==> config.mk <==
export PLATFORM = sky130hd
export DESIGN_NAME = write_master
export DESIGN_NICKNAME = d
export VERILOG_FILES = /design/src/rtl/write_master.sv
export SDC_FILE = /design/constraint.sdc
export NUM_CORES = 1
export LEC_CHECK = 0
export ABC_AREA = 1
export BUFFER_PORTS_ARGS = -buffer_cell sky130_fd_sc_hd__clkbuf_2
export CORE_AREA = 2 2 121 123
export DETAILED_ROUTE_END_ITERATION = 8
export DIE_AREA = 0 0 123 125
export GPL_ROUTABILITY_DRIVEN = 0
export PLACE_DENSITY = 0.8
export REMOVE_ABC_BUFFERS = 1
export SYNTH_ARGS = -nofsm -noshare
export SYNTH_HDL_FRONTEND = slang
export SYNTH_SLANG_ARGS = --single-unit
==> constraint.sdc <==
create_clock -name clk -period 4.5 [get_ports clk]
set_clock_uncertainty 0.15 [all_clocks]
set_input_delay 0.675 -clock clk [delete_from_list [all_inputs] [get_ports clk]]
set_output_delay 0.675 -clock clk [all_outputs]
set_load 0.005 [all_outputs]
==> src/rtl/write_master.sv <==
// AXI4 write-side DMA engine: drains an FWFT FIFO into INCR bursts of at most
// 16 x 32-bit beats, never crossing a 4 KB boundary, one burst outstanding.
module write_master #(
  parameter int C_M_AXI_ID_WIDTH   = 1,
  parameter int C_M_AXI_ADDR_WIDTH = 32,
  parameter int C_M_AXI_DATA_WIDTH = 32
) (
  input  logic                          clk,
  input  logic                          reset_n,
  input  logic                          i_start,
  input  logic [31:0]                   i_dst_addr,
  input  logic [31:0]                   i_total_len,
  output logic                          o_write_done,
  output logic                          o_write_err,
  input  logic                          i_fifo_empty,
  input  logic [31:0]                   i_w_data,
  output logic                          o_fifo_pop,
  output logic [C_M_AXI_ID_WIDTH-1:0]   m_axi_awid,
  output logic [C_M_AXI_ADDR_WIDTH-1:0] m_axi_awaddr,
  output logic [7:0]                    m_axi_awlen,
  output logic [2:0]                    m_axi_awsize,
  output logic [1:0]                    m_axi_awburst,
  output logic                          m_axi_awvalid,
  input  logic                          m_axi_awready,
  output logic [C_M_AXI_DATA_WIDTH-1:0] m_axi_wdata,
  output logic [3:0]                    m_axi_wstrb,
  output logic                          m_axi_wlast,
  output logic                          m_axi_wvalid,
  input  logic                          m_axi_wready,
  input  logic [1:0]                    m_axi_bresp,
  input  logic                          m_axi_bvalid,
  output logic                          m_axi_bready
);

  typedef enum logic [3:0] {
    S_IDLE = 4'b0001,
    S_ADDR = 4'b0010,
    S_DATA = 4'b0100,
    S_RESP = 4'b1000
  } state_t;

  state_t      r_state, w_next;
  logic [31:0] r_addr, r_remaining;
  logic [4:0]  r_beats, r_beat_cnt;
  logic        r_awvalid, r_done, r_err;

  logic [31:0] w_start_len, w_step, w_rem_next;
  logic [12:0] w_to_bound;
  logic [6:0]  w_cap, w_bytes;
  logic        w_aw_hs, w_w_hs, w_last, w_wvalid, w_bready, w_pop;
  logic        w_unused_ok;

  // Length is counted in whole words; the two low bits carry no information.
  assign w_start_len = {i_total_len[31:2], 2'b00};
  assign w_unused_ok = &{1'b0, i_total_len[1:0]};

  // Burst size: min(remaining, 64, bytes left in the current 4 KB page).
  // Recomputed from registers, so it stays stable while awvalid is held.
  assign w_to_bound = 13'h1000 - {1'b0, r_addr[11:0]};
  assign w_cap      = (r_remaining < 32'd64) ? r_remaining[6:0] : 7'd64;
  assign w_bytes    = ({6'd0, w_cap} < w_to_bound) ? w_cap : w_to_bound[6:0];

  // Bytes retired by the burst just completed.
  assign w_step     = {25'd0, r_beats, 2'b00};
  assign w_rem_next = r_remaining - w_step;

  assign w_aw_hs = r_awvalid & m_axi_awready;
  assign w_w_hs  = w_wvalid & m_axi_wready;
  assign w_last  = (r_beat_cnt == r_beats - 5'd1);

  // State register.
  always_ff @(posedge clk or negedge reset_n) begin
    if (!reset_n) r_state <= S_IDLE;
    else          r_state <= w_next;
  end

  // Next-state and channel handshake outputs.
  always_comb begin
    w_next   = r_state;
    w_wvalid = 1'b0;
    w_bready = 1'b0;
    w_pop    = 1'b0;
    unique case (r_state)
      S_IDLE: if (i_start && (w_start_len != 32'd0)) w_next = S_ADDR;
      S_ADDR: if (w_aw_hs) w_next = S_DATA;
      S_DATA: begin
        w_wvalid = !i_fifo_empty;
        w_pop    = w_wvalid & m_axi_wready;
        if (w_pop && w_last) w_next = S_RESP;
      end
      S_RESP: begin
        w_bready = 1'b1;
        if (m_axi_bvalid) w_next = (w_rem_next == 32'd0) ? S_IDLE : S_ADDR;
      end
      default: w_next = S_IDLE;
    endcase
  end

  // Address/length bookkeeping, beat counting, done pulse and sticky error.
  always_ff @(posedge clk or negedge reset_n) begin
    if (!reset_n) begin
      r_addr      <= '0;
      r_remaining <= '0;
      r_beats     <= '0;
      r_beat_cnt  <= '0;
      r_awvalid   <= 1'b0;
      r_done      <= 1'b0;
      r_err       <= 1'b0;
    end else begin
      r_done <= 1'b0;
      case (r_state)
        S_IDLE: if (i_start) begin
          r_addr      <= i_dst_addr;
          r_remaining <= w_start_len;
          r_err       <= 1'b0;
          if (w_start_len == 32'd0) r_done    <= 1'b1;
          else                      r_awvalid <= 1'b1;
        end
        S_ADDR: if (w_aw_hs) begin
          r_awvalid  <= 1'b0;
          r_beats    <= w_bytes[6:2];
          r_beat_cnt <= '0;
        end
        S_DATA: if (w_w_hs) r_beat_cnt <= r_beat_cnt + 5'd1;
        S_RESP: if (m_axi_bvalid) begin
          r_addr      <= r_addr + w_step;
          r_remaining <= w_rem_next;
          if (m_axi_bresp != 2'b00) r_err <= 1'b1;
          // Look-ahead: raise awvalid for the next burst on the B edge.
          if (w_rem_next == 32'd0) r_done    <= 1'b1;
          else                     r_awvalid <= 1'b1;
        end
        default: ;
      endcase
    end
  end

  assign m_axi_awid    = '0;
  assign m_axi_awaddr  = r_addr;
  assign m_axi_awlen   = (w_bytes == 7'd0) ? 8'd0 : ({3'd0, w_bytes[6:2]} - 8'd1);
  assign m_axi_awsize  = 3'b010;
  assign m_axi_awburst = 2'b01;
  assign m_axi_awvalid = r_awvalid;
  assign m_axi_wdata   = i_w_data;
  assign m_axi_wstrb   = 4'hF;
  assign m_axi_wlast   = (r_state == S_DATA) & w_last;
  assign m_axi_wvalid  = w_wvalid;
  assign m_axi_bready  = w_bready;
  assign o_fifo_pop    = w_pop;
  assign o_write_done  = r_done;
  assign o_write_err   = r_err;

endmodule

==> flow_metrics.env, run 1 <==
export IMPL_grt_pass1_wl_microns=34400
export IMPL_tightest_slew_ns=1.02
export IMPL_power_total_mw=4.94
export IMPL_worstSkewPairLatency_ns=0.35
export IMPL_drt_iter0_drc=692
export IMPL_crit_chain="nor2_2, nand2_2, nor4_4, nand3_4, nor2_4, ha_4, nand2_4, inv_2, nand4_1, o211ai_1, nand3_1, nand2_2, nand3_4, nand2_2, inv_2, nor2_4, ha_4, o21ai_4, nand2b_4, nor2_8, nor3_4, clkbuf_2"
export IMPL_timing_rr_end="m_axi_awaddr[18]"
export IMPL_area_growth_synth_to_final_pct=13.4
export IMPL_ys_top_cells_by_area="dfrtp_1 28%, nand2_1 13%, nor2_1 6.9%"
export IMPL_dr_total_vias=7426
export IMPL_grt_usage=0.284
export IMPL_ys_ff_latch=79
export IMPL_placementRows=44
export IMPL_synth_top_cell_area_share=0.281
export IMPL_fin_crit_ns=4.38
export IMPL_hpwl_microns=16100
export IMPL_end_kind="output pin"
export IMPL_antenna_found_initial=0
export IMPL_crit_top_cell="nand2_2"
export IMPL_dpl_cell_area_sq_um=7370
export IMPL_io_buffers=117
export IMPL_critPathArrivalTime_ns=3.56
export IMPL_fin_crit_sh=0.973
export IMPL_cp_start_kind="flop"
export IMPL_synth_distinct_cells=49
export IMPL_drv_slew=0
export IMPL_grt_max_degree=80
export IMPL_grt_pass1_vias=6934
export IMPL_power_density_nw_per_um2=626
export IMPL_drc_errors=0
export IMPL_grt_overflow=0
export IMPL_setup_violations=0
export IMPL_critPathSlowestCell="dfrtp_1"
export IMPL_nets=1257
export IMPL_diodes=0
export IMPL_critPathMaxFanout=6
export IMPL_peakVddDrop_v=0.000346
export IMPL_final_cell_mix="238 x nand2_1, 122 x nor2_1, 117 x inv_1"
export IMPL_syn_avg_cell_area_sq_um=6.62
export IMPL_cts_root_buf="clkbuf_16"
export IMPL_postCtsHoldBufs=0
export IMPL_r2r_start="r_state[0]"
export IMPL_dieArea_sq_um=15400
export IMPL_hold_start="o_write_err"
export IMPL_dr_pass1_iters=6
export IMPL_start_util=0.490
export IMPL_design_core_area_sq_um=14200
export IMPL_netlist_instances=1051
export IMPL_worstPathRequired_ns=3.67
export IMPL_stdcell_area_sq_um=7890
export IMPL_rsz0062_at_grt="true"
export IMPL_hold_viol_final=0
export IMPL_clockBufferDepth=2
export IMPL_cts_sinks=79
export IMPL_worst_r2r_cell_count=7
export IMPL_drtAntennaViolNets=0
export IMPL_drive_gt1_frac=0.201
export IMPL_fin_ws_ns=0.120
export IMPL_cap_violations=0
export IMPL_synth_area_leader_cell="dfrtp_1"
export IMPL_hold_path_end="o_write_err"
export IMPL_max_stage_delay_ns=0.40
export IMPL_final_common_cell="nand2_1"
export IMPL_setup_tns_ns=0
export IMPL_die_w_microns=123
export IMPL_fmax_mhz=228
export IMPL_synthesis_area_sq_um=6960
export IMPL_wire_per_inst_microns=16.7
export IMPL_dp_slack_ns=0.133
export IMPL_status="completed"
export IMPL_io_pins=194
export IMPL_cts_buffers=9
export IMPL_synth_warnings=0
export IMPL_p_leak_nw=3.86
export IMPL_wirelength_microns=22000
export IMPL_path_clk_slew_ns=0.06
export IMPL_reg2reg_slack_ns=1.09
export IMPL_hp_class="reg -> reg"
export IMPL_viasPerCell=5.63
export IMPL_cts_max_level=3
export IMPL_ys_seq_area_frac=0.284
export IMPL_slew_limit_headroom=0.317
export IMPL_cts_tree="built"
export IMPL_holdPathStages=2
export IMPL_whs_ns=0.343
export IMPL_crit_type="reg -> out"
export IMPL_die_height_microns=125
[per-layer routing]
metal  GRT usage  routed length (microns)
met3      0.0985                     2280
met4       0.122                      845
met1       0.373                     9100
met5      0.0263                       53
met2       0.421                     9670
[cells in the mapped netlist, drive strengths merged]
library cell    n
nor2          149
buf            61
o41ai           1
nand4          25
dfstp           1
inv           128
ha             21
dfrtp          78
nand2         251
nand2b          1
nor3b           1
nand3          79
a2bb2oi         2
o211ai         15
a211oi          1
a31oi           3
nor4            9
clkinv          1
fa              2
nand3b          6
xor2           18
nor3           21
conb            2
or2             6
a21oi          27
xnor2           6
o22ai          18
clkbuf         11
and2            3
o21ai         104
[power breakdown]
part | internal (mW) | total [mW] | switching (mW) | leakage, nW
sequential | 1.04 | 1.45 | 0.417 | 0.982
combinational | 0.929 | 2.72 | 1.79 | 2.72
clock | 0.459 | 0.770 | 0.311 | 0.152
total | 2.43 | 4.94 | 2.51 | 3.86
[area by class of cell]
cell class | count | area, sq um
fill | 1359 | 6310
inverter | 129 | 484
clock inverter | 5 | 56.3
sequential | 79 | 1980
multi-input combinational | 780 | 4200
tap | 184 | 230
timing repair buffer | 130 | 683
clock buffer | 11 | 253
[cells by family (layout without fill, tap and decap cells)]
kind of cell | Yosys count | after routing | synth area share
xor gates and xnor gates | 24 | 24 | 0.0302
adders and majority gates | 23 | 23 | 0.0435
and+or+nand+nor | 551 | 551 | 0.363
DFF | 79 | 79 | 0.284
buffers and inverters | 201 | 275 | 0.139
other | 2 | 11 | 0.00108
AOI/OAI and AO/OA | 171 | 171 | 0.139
[worst max-delay path: cells and delay by family, from the launching register on]
kind | cells | cell delay (ns)
compound gates | 2 | 0.15
simple gates | 15 | 2.11
flops | 1 | 0.40
fa+ha+maj | 2 | 0.33
buf+inv | 3 | 0.20
[how the worst max path moves through the flow]
stage,startpoint,endpoint,slack [ns],cells past startpoint
finish,r_remaining[26],m_axi_awlen[0],0.12,22
floorplan,r_state[1],m_axi_awaddr[7],-0.65,11
CTS,r_remaining[29],m_axi_awlen[0],0.003,22
global placement,r_remaining[29],m_axi_awlen[0],0.26,21
detailed placement,r_remaining[29],m_axi_awlen[0],0.13,21
global route,r_remaining[26],m_axi_awlen[0],-0.11,21
[what timing repair did]
action                     CTS  global route
setup endpoints to repair    8             8
pin swaps                    1            12
resized for setup            5            30
setup buffers                2             5
[registers in the layout, summed over array words and instances, names as in the netlist]
| signal | flops |
|---|---|
| r_remaining | 30 |
| m_axi_awvalid | 1 |
| m_axi_awaddr | 32 |
| r_beat_cnt | 5 |
| r_beats | 5 |
| o_write_err | 1 |
| o_write_done | 1 |
| r_state | 4 |
[stage by stage]
stage,std cells,utilization
3_3_place_gp,1295,0.519
4_1_cts,1313,0.544
3_5_place_dp,1295,0.519
6_report,1318,0.555
2_1_floorplan,988,-
5_1_grt,1318,0.555
No activity file was read; power rests on OpenSTA's default activity.
==> run 2: changes to the inputs <==
--- a/config.mk
+++ b/config.mk
@@ -11,6 +11,7 @@
 export DETAILED_ROUTE_END_ITERATION = 8
 export DIE_AREA = 0 0 123 125
 export GPL_ROUTABILITY_DRIVEN = 0
+export MAX_ROUTING_LAYER = met4
 export PLACE_DENSITY = 0.8
 export REMOVE_ABC_BUFFERS = 1
 export SYNTH_ARGS = -nofsm -noshare
==> run 2 against run 1 <==
Effect of this change: sequential share of layout area unchanged; cell count unchanged; count of clock-buffer cells in the layout unchanged; flip-flop and latch count stayed put; die area unchanged; largest power group unchanged; critical path type unchanged; fmax fell by 0.18%; sequential power barely moved; total power hardly changed; design area is the same.
==> flow_metrics.env, run 2 (synthesis results as in run 1) <==
export IMPL_status="completed"
export IMPL_postCtsHoldBufs=0
export IMPL_fin_ws_ns=0.112
export IMPL_placementRows=44
export IMPL_wire_per_inst_microns=16.7
export IMPL_largest_reg_flops=32
export IMPL_dr_pass1_iters=6
export IMPL_fin_crit_sh=0.975
export IMPL_die_height_microns=125
export IMPL_setup_violations=0
export IMPL_io_pins=194
export IMPL_design_core_area_sq_um=14200
export IMPL_dieArea_sq_um=15400
export IMPL_cap_violations=0
export IMPL_end_kind="output pin"
export IMPL_drv_slew=0
export IMPL_power_density_nw_per_um2=626
export IMPL_io_buffers=117
export IMPL_hold_viol_final=0
export IMPL_cts_root_buf="clkbuf_16"
export IMPL_slew_limit_headroom=0.319
export IMPL_antenna_found_initial=0
export IMPL_fmax_mhz=228
export IMPL_grt_pass1_vias=6923
export IMPL_diodes=0
export IMPL_peakVddDrop_v=0.000344
export IMPL_drc_errors=0
export IMPL_hpwl_microns=16100
export IMPL_grt_usage=0.293
export IMPL_worst_r2r_cell_count=7
export IMPL_final_common_cell="nand2_1"
export IMPL_rsz0062_at_grt="true"
export IMPL_cts_sinks=79
export IMPL_area_growth_synth_to_final_pct=13.4
export IMPL_grt_overflow=0
export IMPL_path_clk_slew_ns=0.06
export IMPL_final_cell_mix="238 x nand2_1, 122 x nor2_1, 117 x inv_1"
export IMPL_dp_slack_ns=0.133
export IMPL_worstPathRequired_ns=3.67
export IMPL_start_util=0.490
export IMPL_drt_iter0_drc=622
export IMPL_holdPathStages=2
export IMPL_crit_type="reg -> out"
export IMPL_grt_max_degree=80
export IMPL_critPathMaxFanout=6
export IMPL_viasPerCell=5.66
export IMPL_worstSkewPairLatency_ns=0.35
export IMPL_drtAntennaViolNets=0
export IMPL_cts_buffers=9
export IMPL_power_total_mw=4.94
export IMPL_dr_total_vias=7458
export IMPL_grt_pass1_wl_microns=34400
export IMPL_nets=1257
export IMPL_p_leak_nw=3.86
export IMPL_cts_max_level=3
export IMPL_die_w_microns=123
export IMPL_clockBufferDepth=2
export IMPL_critPathArrivalTime_ns=3.56
export IMPL_wirelength_microns=22000
export IMPL_cp_start_kind="flop"
export IMPL_reg2reg_slack_ns=1.14
export IMPL_cts_tree="built"
export IMPL_tightest_slew_ns=1.02
export IMPL_hp_class="reg -> reg"
export IMPL_drive_gt1_frac=0.201
export IMPL_fin_crit_ns=4.39
run 2: cell counts in the layout (fill, tap and decap cells not counted):
No cell type changed its count.
run 2: path summary, 6_finish.rpt:
path | from | end
max in group asynchronous | reset_n | r_remaining[13]
min in group asynchronous | reset_n | r_remaining[19]
min reg2reg | o_write_err | o_write_err
max reg2reg | r_state[0] | m_axi_awaddr[18]
max | r_remaining[25] | m_axi_awlen[0]
min | o_write_err | o_write_err
run 2: timing repair:
| item | in CTS | in global routing |
|---|---|---|
| setup endpoints to repair | 8 | 8 |
| buffers inserted | 2 | 5 |
| cloned | 0 | 0 |
| pin swaps | 1 | 13 |
| resized for setup | 5 | 30 |
run 2: routing by layer:
metal,up-vias,share of wire,GRT usage
met5,-,0,-
met4,0,0.036,0.122
met3,76,0.11,0.0985
met2,421,0.45,0.423
met1,3409,0.41,0.375
li1,3552,-,-
run 2: through the flow:
| stage | setup TNS, ns | hold slack, ns | std cells | area (sq um) | util |
|---|---|---|---|---|---|
| global route | -0.654 | 0.396 | 1318 | 7890 | 0.555 |
| finish | 0 | 0.343 | 1318 | 7890 | 0.555 |
| global placement | 0 | 0.336 | 1295 | 7370 | 0.519 |
| CTS | 0 | 0.349 | 1313 | 7720 | 0.544 |
| detailed placement | 0 | 0.336 | 1295 | 7370 | 0.519 |
| floorplan | -23.31 | 0.229 | 988 | 6510 | - |
run 2: cell type report:
cell class | instances | area (sq um)
Sequential cell | 79 | 1980
Timing Repair Buffer | 130 | 683
Inverter | 129 | 484
Multi-Input combinational cell | 780 | 4200
Tap cell | 184 | 230
Fill cell | 1359 | 6310
Clock buffer | 11 | 253
Clock inverter | 5 | 56.3
run 2: critical path, cell delays in order (launching register included):
cell and delay [ns]:
dfrtp_1 0.39, nor2_2 0.17, nand2_2 0.10, nor4_4 0.32, nand3_4 0.20, nor2_4 0.17, ha_1 0.19, nand2_4 0.06
inv_2 0.03, nand4_1 0.07, o211ai_1 0.10, nand3_1 0.11, nand2_2 0.11, nand3_4 0.14, nand2_2 0.10, inv_2 0.06
nor2_4 0.17, ha_4 0.17, o21ai_4 0.05, nand2b_4 0.17, nor2_8 0.15, nor3_4 0.06, clkbuf_2 0.11
run 2: power by group:
group          total [mW]  switching (mW)  internal [mW]
clock network       0.771           0.312          0.459
registers            1.45           0.417           1.04
logic                2.72            1.79          0.929
==> run 3: changes to the inputs <==
--- a/config.mk
+++ b/config.mk
@@ -6,7 +6,7 @@
 export NUM_CORES = 1
 export LEC_CHECK = 0
 export ABC_AREA = 1
-export BUFFER_PORTS_ARGS = -buffer_cell sky130_fd_sc_hd__clkbuf_2
+export BUFFER_PORTS_ARGS = -buffer_cell sky130_fd_sc_hd__buf_2
 export CORE_AREA = 2 2 121 123
 export DETAILED_ROUTE_END_ITERATION = 8
 export DIE_AREA = 0 0 123 125
@@ -14,6 +14,7 @@
 export MAX_ROUTING_LAYER = met4
 export PLACE_DENSITY = 0.8
 export REMOVE_ABC_BUFFERS = 1
+export SKIP_LAST_GASP = 1
 export SYNTH_ARGS = -nofsm -noshare
 export SYNTH_HDL_FRONTEND = slang
 export SYNTH_SLANG_ARGS = --single-unit
==> run 3 against run 2 <==
Effect of this change: cell count rose by 0.53%; utilization rose by 0.26 points; non-clock buffer count rose by 6; total power fell by 0.58%; critical endpoint is now m_axi_awlen[4]; largest cell class unchanged.
==> flow_metrics.env, run 3 (synthesis results as in run 1) <==
export IMPL_status="completed"
export IMPL_fin_crit_ns=4.47
export IMPL_cts_buffers=9
export IMPL_worst_r2r_cell_count=7
export IMPL_design_core_area_sq_um=14200
export IMPL_critPathMaxFanout=5
export IMPL_max_stage_delay_ns=0.42
export IMPL_crit_chain="nor2_2, nand2_2, nor4_4, nand3_4, nor2_4, ha_4, nand2_4, inv_2, nand4_1, o211ai_1, nand3_1, nand2_2, nand3_4, nand2_2, inv_2, nor2_4, buf_4, ha_2, nand4_1, a21oi_2, buf_2"
export IMPL_nets=1264
export IMPL_drv_slew=0
export IMPL_critPathTopFamily="simple AND/OR/NAND/NOR gates"
export IMPL_hp_class="in -> async"
export IMPL_cts_sinks=79
export IMPL_critPathArrivalTime_ns=3.65
export IMPL_setup_tns_ns=0
export IMPL_antenna_found_initial=0
export IMPL_cp_start_kind="flop"
export IMPL_cts_max_level=3
export IMPL_end_kind="output pin"
export IMPL_dr_total_vias=7430
export IMPL_peakVddDrop_v=0.000377
export IMPL_placementRows=44
export IMPL_start_util=0.490
export IMPL_drc_errors=0
export IMPL_wirelength_microns=22000
export IMPL_crit_cells=21
export IMPL_grt_pass1_vias=6663
export IMPL_crit_top_cell="nand2_2"
export IMPL_fin_crit_sh=0.994
export IMPL_final_common_cell="nand2_1"
export IMPL_drt_iter0_drc=666
export IMPL_fmax_mhz=224
export IMPL_final_cells=1325
export IMPL_timing_rr_end="m_axi_awaddr[18]"
export IMPL_grt_overflow=0
export IMPL_grt_pass1_wl_microns=33400
export IMPL_area_growth_synth_to_final_pct=13.9
export IMPL_clockBufferDepth=2
export IMPL_diodes=0
export IMPL_dr_pass1_iters=6
export IMPL_grt_usage=0.287
export IMPL_io_buffers=117
export IMPL_cap_violations=0
export IMPL_slew_limit_headroom=0.311
export IMPL_p_leak_nw=3.86
export IMPL_crit_type="reg -> out"
export IMPL_postLayoutCoreUtil=0.558
export IMPL_dieArea_sq_um=15400
export IMPL_tightest_slew_ns=1.03
export IMPL_drive_gt1_frac=0.208
export IMPL_worstSkewPairLatency_ns=0.36
export IMPL_dp_cells=1295
export IMPL_path_clk_slew_ns=0.07
export IMPL_setup_violations=0
export IMPL_power_density_nw_per_um2=620
export IMPL_hold_viol_final=0
export IMPL_postCtsHoldBufs=0
export IMPL_viasPerCell=5.61
export IMPL_r2r_start="r_state[0]"
export IMPL_largest_reg_flops=32
export IMPL_rsz0062_at_grt="true"
export IMPL_die_height_microns=125
export IMPL_worstPathRequired_ns=3.67
export IMPL_critPathBufInv=4
export IMPL_die_w_microns=123
export IMPL_drtAntennaViolNets=0
export IMPL_wire_per_inst_microns=16.6
export IMPL_grt_max_degree=80
export IMPL_io_pins=194
export IMPL_final_cell_mix="238 x nand2_1, 121 x nor2_1, 117 x inv_1"
export IMPL_cts_root_buf="clkbuf_16"
export IMPL_fill_cells=1375
export IMPL_reg2reg_slack_ns=1.26
export IMPL_cts_tree="built"
export IMPL_critPathSlowestCell="dfrtp_1"
export IMPL_hpwl_microns=16000
[run 3: cell types whose count changed in the layout (fill, tap and decap cells not counted), moves of 2 or more]
| cell | before | now |
|---|---|---|
| buf_4 | 13 | 20 |
| buf_2 | 1 | 116 |
| inv_6 | 0 | 2 |
| clkbuf_2 | 116 | 0 |
[run 3: power by group]
part | internal [mW] | switching [mW]
Combinational | 0.954 | 1.78
Sequential | 1.04 | 0.420
Clock | 0.397 | 0.329
[run 3: metrics by stage]
| step | setup slack (ns) | area [sq um] | total power [mW] | hold WS (ns) |
|---|---|---|---|---|
| after floorplan | -0.648 | 6510 | 3.17 | 0.229 |
| after global placement | 0.260 | 7370 | 3.89 | 0.316 |
| after detailed placement | 0.175 | 7370 | 3.95 | 0.330 |
| after CTS | 0.0148 | 7680 | 4.70 | 0.346 |
| after global routing | -0.163 | 7930 | 5.33 | 0.403 |
| final | 0.0284 | 7930 | 4.91 | 0.332 |
[run 3: worst max path at each step]
stage / startpoint / to
after global routing: r_remaining[26] / m_axi_awlen[0]
after detailed placement: r_remaining[29] / m_axi_awlen[0]
final: r_remaining[26] / m_axi_awlen[4]
after global placement: r_remaining[28] / m_axi_awlen[0]
after CTS: r_remaining[11] / m_axi_awlen[0]
after floorplan: r_state[1] / m_axi_awaddr[7]
[run 3: timing repair]
action                     4_1_cts  5_1_grt
cloned                           0        1
setup endpoints to repair        8        8
setup buffers                    1       12
gates resized for setup          2       35
pin swaps                        1       18
[run 3: area by class of cell]
type	count	area (sq um)	area share
Multi-Input combinational cell	781	4210	0.531
Sequential cell	79	1980	0.250
Timing Repair Buffer	136	731	0.0922
Inverter	129	484	0.0611
Clock buffer	10	239	0.0302
Tap cell	184	230	0.0290
Clock inverter	6	50.0	0.00632
[run 3: routing by layer]
metal	wire (microns)	GRT usage	up-vias
li1	-	-	3562
met5	0	-	-
met2	9910	0.414	389
met1	8890	0.374	3413
met4	792	0.106	0
met3	2420	0.0958	66
